`src/rtl/aespp_pkg.sv`:
```
// aespp_pkg: shared types, zero-key AES-128 round keys and round functions for aespp_lanes.
package aespp_pkg;
  typedef enum logic [2:0] {IDLE, SUB, SHIFT, MIX, FINAL, OUT} state_e;
  localparam logic [127:0] AESPP_RK [0:10] = '{
    128'h00000000000000000000000000000000,
    128'h62636363626363636263636362636363,
    128'h9b9898c9f9fbfbaa9b9898c9f9fbfbaa,
    128'h90973450696ccffaf2f457330b0fac99,
    128'hee06da7b876a1581759e42b27e91ee2b,
    128'h7f2e2b88f8443e098dda7cbbf34b9290,
    128'hec614b851425758c99ff09376ab49ba7,
    128'h217517873550620bacaf6b3cc61bf09b,
    128'h0ef903333ba9613897060a04511dfa9f,
    128'hb1d4d8e28a7db9da1d7bb3de4c664941,
    128'hb4ef5bcb3e92e21123e951cf6f8f188e
  };
  function automatic logic [7:0] xtime(input logic [7:0] a);
    return {a[6:0], 1'b0} ^ (a[7] ? 8'h1b : 8'h00);
  endfunction
  function automatic logic [7:0] gf_mul(input logic [7:0] a, input logic [7:0] b);
    logic [7:0] p;
    logic [7:0] x;
    p = '0;
    x = a;
    for (int i = 0; i < 8; i++) begin
      p = b[i] ? p ^ x : p;
      x = xtime(x);
    end
    return p;
  endfunction
  // Inverse as a^254 (0 maps to 0), then the FIPS-197 affine transform.
  function automatic logic [7:0] aes_sbox(input logic [7:0] a);
    logic [7:0] sq;
    logic [7:0] inv;
    sq = a;
    inv = 8'h01;
    for (int i = 1; i < 8; i++) begin
      sq = gf_mul(sq, sq);
      inv = gf_mul(inv, sq);
    end
    return inv ^ {inv[6:0], inv[7]} ^ {inv[5:0], inv[7:6]} ^ {inv[4:0], inv[7:5]} ^ {inv[3:0], inv[7:4]} ^ 8'h63;
  endfunction
  function automatic logic [127:0] shift_rows(input logic [127:0] s);
    logic [127:0] r;
    r = '0;
    for (int c = 0; c < 4; c++)
      for (int w = 0; w < 4; w++)
        r[127-8*(w+4*c) -: 8] = s[127-8*(w+4*((c+w)%4)) -: 8];
    return r;
  endfunction
  function automatic logic [127:0] mix_columns(input logic [127:0] s);
    logic [127:0] r;
    logic [7:0] a0, a1, a2, a3;
    r = '0;
    for (int c = 0; c < 4; c++) begin
      a0 = s[127-32*c -: 8];
      a1 = s[119-32*c -: 8];
      a2 = s[111-32*c -: 8];
      a3 = s[103-32*c -: 8];
      r[127-32*c -: 32] = {xtime(a0) ^ xtime(a1) ^ a1 ^ a2 ^ a3,
                           a0 ^ xtime(a1) ^ xtime(a2) ^ a2 ^ a3,
                           a0 ^ a1 ^ xtime(a2) ^ xtime(a3) ^ a3,
                           xtime(a0) ^ a0 ^ a1 ^ a2 ^ xtime(a3)};
    end
    return r;
  endfunction
endpackage

```
`src/rtl/aespp_lanes_if.sv`:
```
// aespp_lanes_if: entropy-collector input handshake and output-FIFO valid/read bus of aespp_lanes.
interface aespp_lanes_if #(parameter int BLOCKS_W = 4);
  logic                i_valid;
  logic [127:0]        i_dat;
  logic [BLOCKS_W-1:0] i_blocks;
  logic                o_input_consumed;
  logic [127:0]        o_dat;
  logic                o_valid;
  logic                i_read;
  logic                o_busy;
  modport master (output i_valid, i_dat, i_blocks, i_read, input o_input_consumed, o_dat, o_valid, o_busy);
  modport slave (input i_valid, i_dat, i_blocks, i_read, output o_input_consumed, o_dat, o_valid, o_busy);
endinterface

```
`src/rtl/aes_sbox_canright_l1.sv`:
```
// aes_sbox_canright_l1: single combinational AES forward S-box.
module aes_sbox_canright_l1
  import aespp_pkg::*;
(
  input  logic [7:0] a_i,
  output logic [7:0] s_o
);
  assign s_o = aes_sbox(a_i);
endmodule

```
`src/rtl/aespp_sbox_lanes.sv`:
```
// aespp_sbox_lanes: LANES parallel S-boxes with optional output register; valid tracks the data.
module aespp_sbox_lanes #(
  parameter int LANES = 1,
  parameter int REG   = 0
) (
  input  logic               clk,
  input  logic               rst,
  input  logic               valid_i,
  input  logic [8*LANES-1:0] bytes_i,
  output logic               valid_o,
  output logic [8*LANES-1:0] bytes_o
);
  logic [8*LANES-1:0] sub;
  for (genvar g = 0; g < LANES; g++) begin : g_lane
    aes_sbox_canright_l1 u_sbox (.a_i(bytes_i[8*g +: 8]), .s_o(sub[8*g +: 8]));
  end
  if (REG != 0) begin : g_reg
    logic               valid_q;
    logic [8*LANES-1:0] bytes_q;
    always_ff @(posedge clk) begin
      valid_q <= rst ? 1'b0 : valid_i;
      bytes_q <= sub;
    end
    assign valid_o = valid_q;
    assign bytes_o = bytes_q;
  end else begin : g_comb
    assign valid_o = valid_i;
    assign bytes_o = sub;
  end
endmodule

```
`src/rtl/aespp_lanes.sv`:
```
// aespp_lanes: AES-128 CBC-MAC post-processor for TRNG blocks with SBOX_LANES bytes/cycle SubBytes.
// AESPP_CHAIN_OUT_EN chains each output into the next MAC; undefined, every output starts from zero.
module aespp_lanes
  import aespp_pkg::*;
#(
  parameter int SBOX_LANES = 1,
  parameter int SBOX_REG   = 0,
  parameter int BLOCKS_W   = 4
) (
  input logic         i_clk,
  input logic         i_reset,
  aespp_lanes_if.slave bus
);
  if (SBOX_LANES != 1 && SBOX_LANES != 2 && SBOX_LANES != 4 && SBOX_LANES != 8 && SBOX_LANES != 16) begin : g_bad_lanes
    $error("aespp_lanes: SBOX_LANES must be 1, 2, 4, 8 or 16");
  end
  localparam logic [3:0] STEP_LAST = 4'(16 / SBOX_LANES - 1);
`ifdef AESPP_CHAIN_OUT_EN
  localparam bit CHAIN_OUT = 1'b1;
`else
  localparam bit CHAIN_OUT = 1'b0;
`endif
  state_e                   state_q;
  logic [127:0]             st_q, chain_q, dat_q;
  logic [BLOCKS_W-1:0]      block_q, nblk_q;
  logic [3:0]               round_q, step_q;
  logic                     phase_q, valid_q, consumed_q;
  logic                     lane_in_v, lane_v;
  logic [8*SBOX_LANES-1:0]  lane_out;
  logic [127:0]             rot, fin;
  // With a registered S-box each step spends one cycle issuing and one cycle writing back.
  assign lane_in_v = (state_q == SUB) && !phase_q;
  aespp_sbox_lanes #(.LANES(SBOX_LANES), .REG(SBOX_REG)) u_lanes (
    .clk(i_clk), .rst(i_reset), .valid_i(lane_in_v), .bytes_i(st_q[8*SBOX_LANES-1:0]),
    .valid_o(lane_v), .bytes_o(lane_out)
  );
  if (SBOX_LANES == 16) begin : g_full
    assign rot = lane_out;
  end else begin : g_part
    assign rot = {lane_out, st_q[127:8*SBOX_LANES]};
  end
  assign fin = st_q ^ AESPP_RK[10];
  always_ff @(posedge i_clk) begin
    if (i_reset) begin
      state_q    <= IDLE;
      st_q       <= '0;
      chain_q    <= '0;
      dat_q      <= '0;
      block_q    <= '0;
      nblk_q     <= '0;
      round_q    <= '0;
      step_q     <= '0;
      phase_q    <= 1'b0;
      valid_q    <= 1'b0;
      consumed_q <= 1'b0;
    end else begin
      consumed_q <= 1'b0;
      case (state_q)
        IDLE: if (bus.i_valid) begin
          st_q       <= bus.i_dat ^ chain_q ^ AESPP_RK[0];
          consumed_q <= 1'b1;
          round_q    <= 4'd1;
          state_q    <= SUB;
          if (block_q == '0) nblk_q <= bus.i_blocks;
        end
        SUB: begin
          phase_q <= (SBOX_REG != 0) && !phase_q;
          if (lane_v) begin
            st_q   <= rot;
            step_q <= (step_q == STEP_LAST) ? 4'd0 : step_q + 4'd1;
            if (step_q == STEP_LAST) state_q <= SHIFT;
          end
        end
        SHIFT: begin
          st_q    <= shift_rows(st_q);
          state_q <= (round_q == 4'd10) ? FINAL : MIX;
        end
        MIX: begin
          st_q    <= mix_columns(st_q) ^ AESPP_RK[round_q];
          round_q <= round_q + 4'd1;
          state_q <= SUB;
        end
        FINAL: if (block_q == nblk_q) begin
          dat_q   <= fin;
          valid_q <= 1'b1;
          state_q <= OUT;
        end else begin
          chain_q <= fin;
          block_q <= block_q + 1'b1;
          state_q <= IDLE;
        end
        OUT: if (bus.i_read) begin
          valid_q <= 1'b0;
          block_q <= '0;
          chain_q <= CHAIN_OUT ? dat_q : '0;
          state_q <= IDLE;
        end
        default: state_q <= IDLE;
      endcase
    end
  end
  assign bus.o_dat            = dat_q;
  assign bus.o_valid          = valid_q;
  assign bus.o_input_consumed = consumed_q;
  assign bus.o_busy           = state_q != IDLE;
endmodule
```
`src/flat_wrapper.sv`:
```
// flat-port wrapper written by rule: the top's interface ports become plain ports
module aespp_lanes_flat import aespp_pkg::*;
#(
  parameter int SBOX_LANES = 1,
  parameter int SBOX_REG   = 0,
  parameter int BLOCKS_W   = 4
)
  (i_clk, i_reset, bus_i_valid, bus_i_dat, bus_i_blocks, bus_i_read, bus_o_input_consumed, bus_o_dat, bus_o_valid, bus_o_busy);
  aespp_lanes_if #(.BLOCKS_W(BLOCKS_W)) bus_i ();
  input logic i_clk;
  input logic i_reset;
  input wire logic [$bits(bus_i.i_valid)-1:0] bus_i_valid;
  input wire logic [$bits(bus_i.i_dat)-1:0] bus_i_dat;
  input wire logic [$bits(bus_i.i_blocks)-1:0] bus_i_blocks;
  input wire logic [$bits(bus_i.i_read)-1:0] bus_i_read;
  output wire logic [$bits(bus_i.o_input_consumed)-1:0] bus_o_input_consumed;
  output wire logic [$bits(bus_i.o_dat)-1:0] bus_o_dat;
  output wire logic [$bits(bus_i.o_valid)-1:0] bus_o_valid;
  output wire logic [$bits(bus_i.o_busy)-1:0] bus_o_busy;
  assign bus_i.i_valid = bus_i_valid;
  assign bus_i.i_dat = bus_i_dat;
  assign bus_i.i_blocks = bus_i_blocks;
  assign bus_i.i_read = bus_i_read;
  assign bus_o_input_consumed = bus_i.o_input_consumed;
  assign bus_o_dat = bus_i.o_dat;
  assign bus_o_valid = bus_i.o_valid;
  assign bus_o_busy = bus_i.o_busy;
  aespp_lanes #(.SBOX_LANES(SBOX_LANES), .SBOX_REG(SBOX_REG), .BLOCKS_W(BLOCKS_W)) u_core (.i_clk(i_clk), .i_reset(i_reset), .bus(bus_i));
endmodule
```
`config.mk`:
```
export PLATFORM = sky130hd
export DESIGN_NAME = aespp_lanes_flat
export DESIGN_NICKNAME = d
export VERILOG_FILES = /design/src/rtl/aespp_pkg.sv /design/src/rtl/aespp_lanes_if.sv /design/src/rtl/aes_sbox_canright_l1.sv /design/src/rtl/aespp_sbox_lanes.sv /design/src/rtl/aespp_lanes.sv /design/src/flat_wrapper.sv
export SDC_FILE = /design/constraint.sdc
export NUM_CORES = 2
export LEC_CHECK = 0
export BUFFER_PORTS_ARGS = -buffer_cell sky130_fd_sc_hd__buf_2
export CORE_MARGIN = 2
export CORE_UTILIZATION = 25
export DETAILED_ROUTE_END_ITERATION = 10
export HOLD_SLACK_MARGIN = 0.03
export PLACE_DENSITY = 0.37
export SLEW_MARGIN = 20
export SYNTH_ARGS = -nofsm -noshare
export SYNTH_HDL_FRONTEND = slang
export SYNTH_HIERARCHICAL = 1
export SYNTH_SLANG_ARGS = --single-unit
```
`constraint.sdc`:
```
create_clock -name i_clk -period 41.4 [get_ports i_clk]
set_clock_uncertainty 0.15 [all_clocks]
set_input_delay 2.07 -clock i_clk [delete_from_list [all_inputs] [get_ports i_clk]]
set_output_delay 2.07 -clock i_clk [all_outputs]
set_load 0.005 [all_outputs]
```
==> flow_metrics.env <==
export IMPL_netlist_top_cells_area="dfxtp_1, xnor2_1, nor2_1"
export IMPL_crit_path_frequent_cell="xnor2_1"
export IMPL_tightest_slew_ns=1.16
export IMPL_grt_util_all_layers_pct=22.0
export IMPL_io_pins=267
export IMPL_place_congestion=0.970
export IMPL_routedWlPerCell_um=25.7
export IMPL_first_global_vias=35500
export IMPL_holdBufCountCts=0
export IMPL_drive_gt1_share_pct=12.3
export IMPL_finalCritPeriodShare_pct=49.5
export IMPL_ys_types=107
export IMPL_grt_max_degree=110
export IMPL_finalSetupViolations=0
export IMPL_first_pass_iters=6
export IMPL_synth_main_ff_cell="dfxtp_1"
export IMPL_vias_per_cell=5.19
export IMPL_area_growth_pct=11.3
export IMPL_yosys_warnings=6
export IMPL_synth_area_um2=39700
export IMPL_slowest_stage="mux2i_1"
export IMPL_async_reset_ff_share_pct=0
export IMPL_worstSetupEndpointType="register"
export IMPL_initial_core_util_pct=25.1
export IMPL_grt_pass1_wl_um=267000
export IMPL_worstHoldStart="u_core/bus.o_dat[43]"
export IMPL_cp_max_fo=21
export IMPL_hold_path_class="reg -> reg"
export IMPL_synth_area_leader_cell="dfxtp_1"
export IMPL_core_um2=158000
export IMPL_syn_inst=5165
export IMPL_tritoncts="done"
export IMPL_cp_arrival_ns=20.85
export IMPL_cts_reportedPaths_clkPinSlew_ns=0.06
export IMPL_nNetsFinal=5270
export IMPL_crit_type="reg -> reg"
export IMPL_ys_ff_latch=405
export IMPL_gr_usage_met3_pct=2.35
export IMPL_crit_path_max_incr_delay_ns=0.79
export IMPL_use_met2_pct=35.3
export IMPL_htreeDepth=2
export IMPL_io_buffers=266
export IMPL_max_freq_mhz=48.8
export IMPL_cp_data_required_time_ns=41.74
export IMPL_ys_seq_area_share_pct=20.4
export IMPL_cts_sinks=405
export IMPL_finish_utilization_pct=28.0
export IMPL_ctsResizeCount=0
export IMPL_critPathLaunch="u_core/st_q[0]"
export IMPL_slew_violations=0
export IMPL_clock_latency_ns=0.64
export IMPL_synth_edf_count=0
export IMPL_antenna_found_initial=10
export IMPL_rsz0062_at_grt="no"
export IMPL_reg2reg_from="u_core/st_q[0]"
export IMPL_antenna_left=0
export IMPL_drc=0
export IMPL_hold_viol=0
export IMPL_drt_iter0_drc=3411
export IMPL_fin_setup_tns_ns=0
export IMPL_yosysTopAreaCellShare_pct=20.4
export IMPL_status="finished clean"
export IMPL_grt_busiest_layer="met2"
export IMPL_syn_nets=5322
export IMPL_post_cts_setup_buffers=0
export IMPL_cts_buffers=50
export IMPL_drv_cap=0
export IMPL_cts_root_buf="clkbuf_16"
export IMPL_die_h_um=402
export IMPL_grt_util_met1_pct=31.9
export IMPL_syn_mean_instance_area_um2=7.68
export IMPL_die_w_um=402
export IMPL_cts_max_path_buffers=3
export IMPL_via_count=37500
export IMPL_rows=146
export IMPL_dieArea_um2=162000
export IMPL_overflow=0
export IMPL_fin_crit_ns=20.51
export IMPL_slew_headroom_pct=22.8
export IMPL_wl_um=186000
export IMPL_start_kind="register"
export IMPL_hpwl_um=134000
==> Yosys cell counts, types with 29 or more instances <==
master and count:
o221ai_1 71, nor2_1 680, a211oi_1 34, o31ai_1 42
nand2b_1 36, a21o_1 30, buf_2 125, a21oi_1 404
xnor2_1 876, nand3_1 72, a22oi_1 127, mux2i_1 55
inv_1 72, o211ai_1 48, o21ai_0 228, xor2_1 284
o22ai_1 29, clkbuf_1 299, xnor2_2 33, dfxtp_1 405
a31oi_1 40, xnor3_1 77, nand3b_1 30, a221oi_1 30
nor3_1 59, nand2_1 484
==> metrics by stage <==
step / setup slack [ns] / instance area [um^2] / hold WS (ns) / std cells
after floorplan: 24.98 / 39700 / 0.303 / 5165
after global placement: 21.57 / 42600 / 0.292 / 7133
after detailed placement: 21.03 / 42600 / 0.294 / 7133
after CTS: 20.94 / 44200 / 0.301 / 7221
after global routing: 19.31 / 44200 / 0.320 / 7221
final: 20.89 / 44200 / 0.299 / 7222
==> area by class of cell <==
| class | count | area, um^2 |
|---|---|---|
| fillers | 17300 | 114000 |
| flip-flops and latches | 405 | 8120 |
| clock buffers | 64 | 1380 |
| multi-input cells | 4194 | 29300 |
| inverters | 77 | 290 |
| repair buffers | 385 | 2230 |
| diodes | 1 | 2.50 |
| clock inverters | 24 | 216 |
| well taps | 2072 | 2590 |
==> per-layer routing <==
layer  part of all wire [%]  vias to the layer above
li1                       -                    17600
met1                     48                    18500
met2                     45                     1213
met3                    5.3                      163
met4                    1.9                        0
met5                      0                        -
==> critical path, delay by kind of cell (launching register included) <==
family	cells	cell delay (ns)
muxes	7	2.79
DFF	1	0.31
buffers and inverters	4	0.92
adders and majority gates	4	1.67
AOI/OAI and AO/OA	17	4.72
xor gates and xnor gates	14	4.35
and+or+nand+nor	16	5.38
==> worst paths after layout <==
path	to	slack, ns	depth (start not counted)
setup / recovery	u_core/st_q[121]	20.89	62
hold / removal	u_core/bus.o_dat[43]	0.30	2
setup reg to reg	u_core/st_q[121]	20.89	62
hold reg to reg	u_core/bus.o_dat[43]	0.30	2
==> kinds of logic after synthesis <==
logic type,count (synthesis),synth area share [%]
simple gates,1517,16.4
xor+xnor,1306,33.3
fa+ha+maj,21,0.662
flops,405,20.4
buf+inv,566,6.26
mux,70,1.82
compound gates,1280,21.1
==> sequential cells by signal, summed over array words and instances, names as in the netlist <==
| register | cells |
|---|---|
| u_core/bus.o_dat | 128 |
| u_core/chain_q | 128 |
| u_core/st_q | 128 |
| u_core/block_q | 4 |
| u_core/nblk_q | 4 |
| u_core/round_q | 4 |
| u_core/step_q | 4 |
| u_core/state_q | 3 |
| u_core/bus.o_input_consumed | 1 |
| u_core/bus.o_valid | 1 |
==> layout by cell type, fill, tap and decap left out, drive strengths merged, types with 17 or more instances in the layout <==
cell type | Yosys | layout
nor3 | 61 | 61
a31oi | 40 | 40
buf | 186 | 385
o211a | 19 | 19
nand3 | 72 | 72
and2 | 27 | 27
mux2i | 56 | 56
xor2 | 294 | 294
a21oi | 406 | 406
xnor3 | 83 | 83
or3 | 19 | 19
a221oi | 31 | 31
xnor2 | 914 | 914
a22oi | 127 | 127
nand2b | 37 | 37
nand4 | 19 | 19
a211oi | 34 | 34
o31ai | 43 | 43
o221ai | 71 | 71
o211ai | 49 | 49
and3 | 19 | 19
a21o | 30 | 30
nand3b | 30 | 30
o22ai | 31 | 31
ha | 21 | 21
nand2 | 486 | 486
inv | 77 | 80
o32ai | 20 | 20
o21ai | 239 | 239
clkbuf | 302 | 64
nor2 | 689 | 689
dfxtp | 405 | 405
nor2b | 23 | 23
a22o | 22 | 22
clkinv | 0 | 17
Power is left out: the tool's default activity adds up to more than one toggle a clock period on the data nets, which glitch-free logic cannot reach.
